**config.mk**
```make
export PLATFORM = sky130hd
export DESIGN_NAME = sel_mux_seq
export DESIGN_NICKNAME = d
export VERILOG_FILES = /design/src/rtl/sel_mux_seq.sv
export SDC_FILE = /design/constraint.sdc
export NUM_CORES = 1
export LEC_CHECK = 0
export ABC_CLOCK_PERIOD_IN_PS = 2200
export CELL_PAD_IN_SITES_DETAIL_PLACEMENT = 2
export CELL_PAD_IN_SITES_GLOBAL_PLACEMENT = 2
export CORE_AREA = 2 2 84 86
export CTS_CLUSTER_SIZE = 30
export DETAILED_ROUTE_END_ITERATION = 8
export DIE_AREA = 0 0 86 88
export PLACE_DENSITY_LB_ADDON = 0.25
export SYNTH_ARGS = -nofsm -noshare
export SYNTH_HDL_FRONTEND = slang
export SYNTH_SLANG_ARGS = --single-unit
```
**constraint.sdc**
```tcl
create_clock -name clk -period 2.2 [get_ports clk]
set_clock_uncertainty 0.1 [all_clocks]
set_input_delay 0.22 -clock clk [delete_from_list [all_inputs] [get_ports clk]]
set_output_delay 0.22 -clock clk [all_outputs]
set_load 0.01 [all_outputs]
```
**src/rtl/sel_mux_seq.sv**
```systemverilog
// Registered N-channel selector with direct, scanning and hold modes.
// Output beats obey a valid/ready handshake; wrap and sel_err are single-cycle event pulses.
module sel_mux_seq #(
    parameter int N_CH  = 4,
    parameter int W     = 8,
    parameter int DWELL = 4,
    localparam int SW   = (N_CH > 1) ? $clog2(N_CH) : 1
) (
    input  logic              clk,
    input  logic              rst_n,
    input  logic [N_CH*W-1:0] din,
    input  logic [N_CH-1:0]   ch_en,
    input  logic [SW-1:0]     sel,
    input  logic [1:0]        mode,
    input  logic              out_ready,
    output logic [W-1:0]      out_data,
    output logic [SW-1:0]     out_ch,
    output logic              out_valid,
    output logic              sel_err,
    output logic              wrap
);

    typedef enum logic [1:0] {
        S_DIRECT = 2'd0,
        S_SCAN   = 2'd1,
        S_HOLD   = 2'd2
    } state_t;

    state_t        state;
    state_t        next_state;

    logic [SW-1:0] ptr;
    logic [7:0]    cnt;

    logic [W-1:0]  nxt_data;
    logic [SW-1:0] nxt_ch;
    logic          nxt_valid;
    logic          nxt_sel_err;
    logic          nxt_wrap;
    logic [SW-1:0] nxt_ptr;
    logic [7:0]    nxt_cnt;

    logic          load;
    logic          sel_ok;
    logic          any_en;
    logic          ptr_en;
    logic [SW-1:0] adv_ptr;

    function automatic logic [W-1:0] pick(input logic [N_CH*W-1:0] bus,
                                          input logic [SW-1:0]     idx);
        logic [W-1:0] r;
        r = '0;
        for (int i = 0; i < N_CH; i++) begin
            if (idx == SW'(i)) r = bus[i*W +: W];
        end
        return r;
    endfunction

    function automatic logic is_enabled(input logic [N_CH-1:0] en,
                                        input logic [SW-1:0]   idx);
        logic r;
        r = 1'b0;
        for (int i = 0; i < N_CH; i++) begin
            if (idx == SW'(i)) r = en[i];
        end
        return r;
    endfunction

    // Lowest enabled index above cur, falling back to the lowest enabled index overall.
    function automatic logic [SW-1:0] next_enabled(input logic [SW-1:0]   cur,
                                                   input logic [N_CH-1:0] en);
        logic [SW-1:0] lowest;
        logic [SW-1:0] above;
        logic          have_above;
        lowest     = '0;
        above      = '0;
        have_above = 1'b0;
        for (int i = N_CH - 1; i >= 0; i--) begin
            if (en[i]) begin
                lowest = SW'(i);
                if (SW'(i) > cur) begin
                    above      = SW'(i);
                    have_above = 1'b1;
                end
            end
        end
        return have_above ? above : lowest;
    endfunction

    assign load    = !out_valid || out_ready;
    assign sel_ok  = 32'(sel) < 32'(N_CH);
    assign any_en  = |ch_en;
    assign ptr_en  = is_enabled(ch_en, ptr);
    assign adv_ptr = next_enabled(ptr, ch_en);

    always_ff @(posedge clk or negedge rst_n) begin
        if (!rst_n) begin
            state <= S_DIRECT;
        end else begin
            state <= next_state;
        end
    end

    // The registered state decides what this edge does; mode only picks the state for the next edge.
    always_comb begin
        next_state  = state;
        nxt_data    = out_data;
        nxt_ch      = out_ch;
        nxt_valid   = out_valid;
        nxt_sel_err = 1'b0;
        nxt_wrap    = 1'b0;
        nxt_ptr     = ptr;
        nxt_cnt     = cnt;

        case (mode)
            2'b00:   next_state = S_DIRECT;
            2'b01:   next_state = S_SCAN;
            default: next_state = S_HOLD;
        endcase

        case (state)
            S_DIRECT: begin
                if (load) begin
                    if (sel_ok) begin
                        nxt_data  = pick(din, sel);
                        nxt_ch    = sel;
                        nxt_valid = 1'b1;
                    end else begin
                        nxt_valid   = 1'b0;
                        nxt_sel_err = 1'b1;
                    end
                end
            end
            S_SCAN: begin
                if (!any_en) begin
                    if (load) nxt_valid = 1'b0;
                end else if (!ptr_en) begin
                    // A disabled pointer is skipped even under backpressure so it never stalls on a dead channel.
                    nxt_ptr  = adv_ptr;
                    nxt_cnt  = '0;
                    nxt_wrap = (adv_ptr <= ptr);
                end else if (load) begin
                    nxt_data  = pick(din, ptr);
                    nxt_ch    = ptr;
                    nxt_valid = 1'b1;
                    if (cnt == 8'(DWELL - 1)) begin
                        nxt_cnt  = '0;
                        nxt_ptr  = adv_ptr;
                        nxt_wrap = (adv_ptr <= ptr);
                    end else begin
                        nxt_cnt = cnt + 8'd1;
                    end
                end
            end
            default: begin
            end
        endcase

        if (next_state == S_SCAN && state != S_SCAN) nxt_cnt = '0;
    end

    always_ff @(posedge clk or negedge rst_n) begin
        if (!rst_n) begin
            out_data  <= '0;
            out_ch    <= '0;
            out_valid <= 1'b0;
            sel_err   <= 1'b0;
            wrap      <= 1'b0;
            ptr       <= '0;
            cnt       <= '0;
        end else begin
            out_data  <= nxt_data;
            out_ch    <= nxt_ch;
            out_valid <= nxt_valid;
            sel_err   <= nxt_sel_err;
            wrap      <= nxt_wrap;
            ptr       <= nxt_ptr;
            cnt       <= nxt_cnt;
        end
    end

endmodule

```
==> flow_summary_export.csv <==
group,metric,value,unit
logic_synthesis,synth_edf_count,0,
sta,hold_viol_final,0,
die,rows,30,
logic_synthesis,synth_top_area_share,34.6,%
critical_path,r2r_setup_slack,0.14,ns
power_and_ir_drop,pwr-share-seq,30.1,%
clocking,cts_tree,"yes",
logic_synthesis,yosys_warnings,0,
clocking,post_cts_buffers,0,
sta,rsz0062_at_grt,"false",
power_and_ir_drop,internal-power,0.00124,W
place,placed_cells,330,
layout,syn_to_final_growth,48.8,%
detailed_routing,via_per_inst,5.29,
layout,final_cell_area,2580,µm²
clocking,holdBufCountCts,0,
die,die_area,7570,µm²
global_route,grt_start_max_net_pins,25,
logic_synthesis,synth_nets,229,
power_and_ir_drop,combPwrFrac,48.9,%
die,die_h,88,µm
sta,setup_violations,0,
logic_synthesis,async_reset_ff_share,100,%
layout,fin_nets,301,
power_and_ir_drop,swShare,33.8,%
detailed_routing,drt-wirelength-per-cell,18.1,µm
clocking,ctsResizeCount,0,
global_route,grtUsageTotal,17.0,%
power_and_ir_drop,power_leakage,1.10,nW
job,maxCapViolCount,0,
logic_synthesis,synth_area_leaders,"dfrtp_1 35%, mux2_2 10%, o221ai_1 8.1%",
critical_path,worstRegToRegCells,5,
critical_path,r2r_start,"cnt[1]",
logic_synthesis,synth-seq-area-share,34.6,%
critical_path,worst_setup_path_end_kind,"flip-flop",
min_path,min-delay-path-class,"in -> async",
critical_path,crit_type,"reg -> reg",
layout,fillers,733,
die,die_w,86,µm
die,initial_core_util,26.1,%
clocking,clk_latency,0.27,ns
critical_path,timing.rr.end,"cnt[3]",
place,portBuffers,54,
sta,maxSlewViolCount,0,
place,dp_hpwl,4.84,mm
sta,fin_crit,2.06,ns
status,outcome,"completed",
critical_path,crit_path_max_fanout,6,
logic_synthesis,syn_inst,183,
global_route,first_global_vias,2044,
critical_path,worst-endpoint-arrival,2.12,ns
logic_synthesis,synth_most_common_cell,"dfrtp_1",
place,postPlaceCellArea,2510,µm²
detailed_routing,drc,0,
logic_synthesis,synth_ff_type,"dfrtp_1",
logic_synthesis,synth_top_cell_by_area,"dfrtp_1",
clocking,htreeDepth,1,
layout,finalNonFillerCells,334,
sta,period_share,93.7,%
detailed_routing,firstDrtPassIters,4,
sta,relSlewSlack,66.2,%
logic_synthesis,ys_ff_latch,24,
clocking,cts_buffers,3,
power_and_ir_drop,irDropWorstVdd,0.320,mV
layout,drive_gt1_share,20.1,%
clocking,cts_buffer_depth,2,
detailed_routing,totalWireLength,6.06,mm
global_route,grt-ovfl-total,0,
logic_synthesis,syn_avg_cell_area,9.49,µm²
power_and_ir_drop,switchingPower,0.000632,W
global_route,grt_pass1_wl,10.1,mm
global_route,antenna_found_initial,0,
sta,clock.fmax,0.485,GHz
logic_synthesis,synth_common_cells,"24 x dfrtp_1, 16 x mux2_2, 16 x o221ai_1, 15 x nand2_1, 12 x o21ai_0",
die,io_pins,56,
power_and_ir_drop,pwr-share-clk,21.0,%
detailed_routing,num_vias,1767,
place,place_congestion,0.820,
detailed_routing,drtIter0Drc,41,
die,core_area,6640,µm²
logic_synthesis,syn_area,1740,µm²
layout,diodes,0,
clocking,cts.root.buffer_cell,"clkbuf_8",
clocking,cts.clk_slew.worst_paths,0.09,ns
critical_path,worstSetupStartpointType,"flip-flop",
critical_path,crit_required,2.26,ns
clocking,cts.sinks,24,
logic_synthesis,synth_cell_types,40,
sta,tightest_slew,0.505,ns
power_and_ir_drop,powerDensity,724,nW/µm²
detailed_routing,ant_nets,0,
## state kept, by name (all words and copies together) (netlist names)
name / flops
out_data: 8
state: 2
cnt: 8
out_ch: 2
wrap: 1
ptr: 2
out_valid: 1
## cells in the final DEF, fill, tap and decap left out, types with 2 or more instances in the layout
cell             netlist  routed
o221ai_1              16      16
mux2_2                16      16
o21a_1                 2       2
nor2_1                10      10
o22ai_1                2       2
o2bb2ai_1              2       2
ha_1                   3       3
dfrtp_1               24      24
nand3_1                4       4
nand2b_1               6       6
or3_1                  3       3
buf_4                  1      26
inv_1                  6       6
a31oi_1                2       2
nand4_1                2       2
o21ai_0               12      12
nor2b_1                5       5
clkdlybuf4s50_1        0      54
nand2_1               15      15
clkbuf_8               0       3
nor3_1                 2       2
a21oi_1                5       5
nor4_1                 2       2
a22o_1                 5       5
and3_1                 2       2
mux4_2                 3       3
mux2i_1                2       2
a211o_1                2       2
a2bb2o_1               6       6
## cell type report
cell class	count	area, µm²	share of cell area [%]
Clock buffer	3	41.3	1.60
Clock inverter	1	30.0	1.16
Inverter	6	22.5	0.872
Multi-Input combinational cell	140	1050	40.8
Sequential cell	24	601	23.2
Tap cell	80	100	3.87
Timing Repair Buffer	80	736	28.5
## critical path, stage by stage (launching register included)
cell and delay, ns:
dfrtp_1 0.36, ha_1 0.17, or4b_1 0.52, o221ai_1 0.25, nor2_1 0.18, a221o_1 0.35
## stage by stage
stage               setup TNS [ns]  hold slack, ns  setup slack, ns  utilization (%)  power (W)
floorplan                        0          -0.176            0.136                -    0.00107
global placement           -0.0795           0.377          -0.0396             37.8    0.00148
detailed placement          -0.261           0.389          -0.0653             37.8    0.00150
CTS                              0           0.208            0.119             38.9    0.00191
global route                     0           0.236          0.00479             38.9    0.00202
finish                           0           0.197            0.139             38.9    0.00187
## how the worst max path moves through the flow
| stage | to | from | cells after the start |
|---|---|---|---|
| finish | cnt[3] | cnt[1] | 5 |
| global route | cnt[3] | cnt[1] | 5 |
| CTS | cnt[3] | cnt[1] | 5 |
| detailed placement | cnt[0] | ch_en[3] | 7 |
| global placement | cnt[0] | ch_en[3] | 7 |
| floorplan | cnt[3] | cnt[0] | 5 |
## power by group through the flow
stage	registers (W)	clock network, W	logic [W]
after floorplan	0.000587	0	0.000483
after global placement	0.000574	0	0.000907
after detailed placement	0.000577	0	0.000925
after CTS	0.000568	0.000411	0.000930
after global routing	0.000576	0.000426	0.00102
final	0.000564	0.000393	0.000914
## routing by layer
layer  GRT usage (%)  part of all wire [%]
met3            1.89                   4.2
met5               0                     0
met1            21.6                    45
met2            31.0                    50
met4            3.90                  0.94
## cells by family after synthesis
family / synth area share (%)
AOI/OAI and AO/OA: 26.0
and+or+nand+nor: 16.9
DFF: 34.6
muxes: 15.4
buffers and inverters: 4.76
adders and majority gates: 2.16
other: 0.216
No activity file was read; power rests on OpenSTA's default activity.
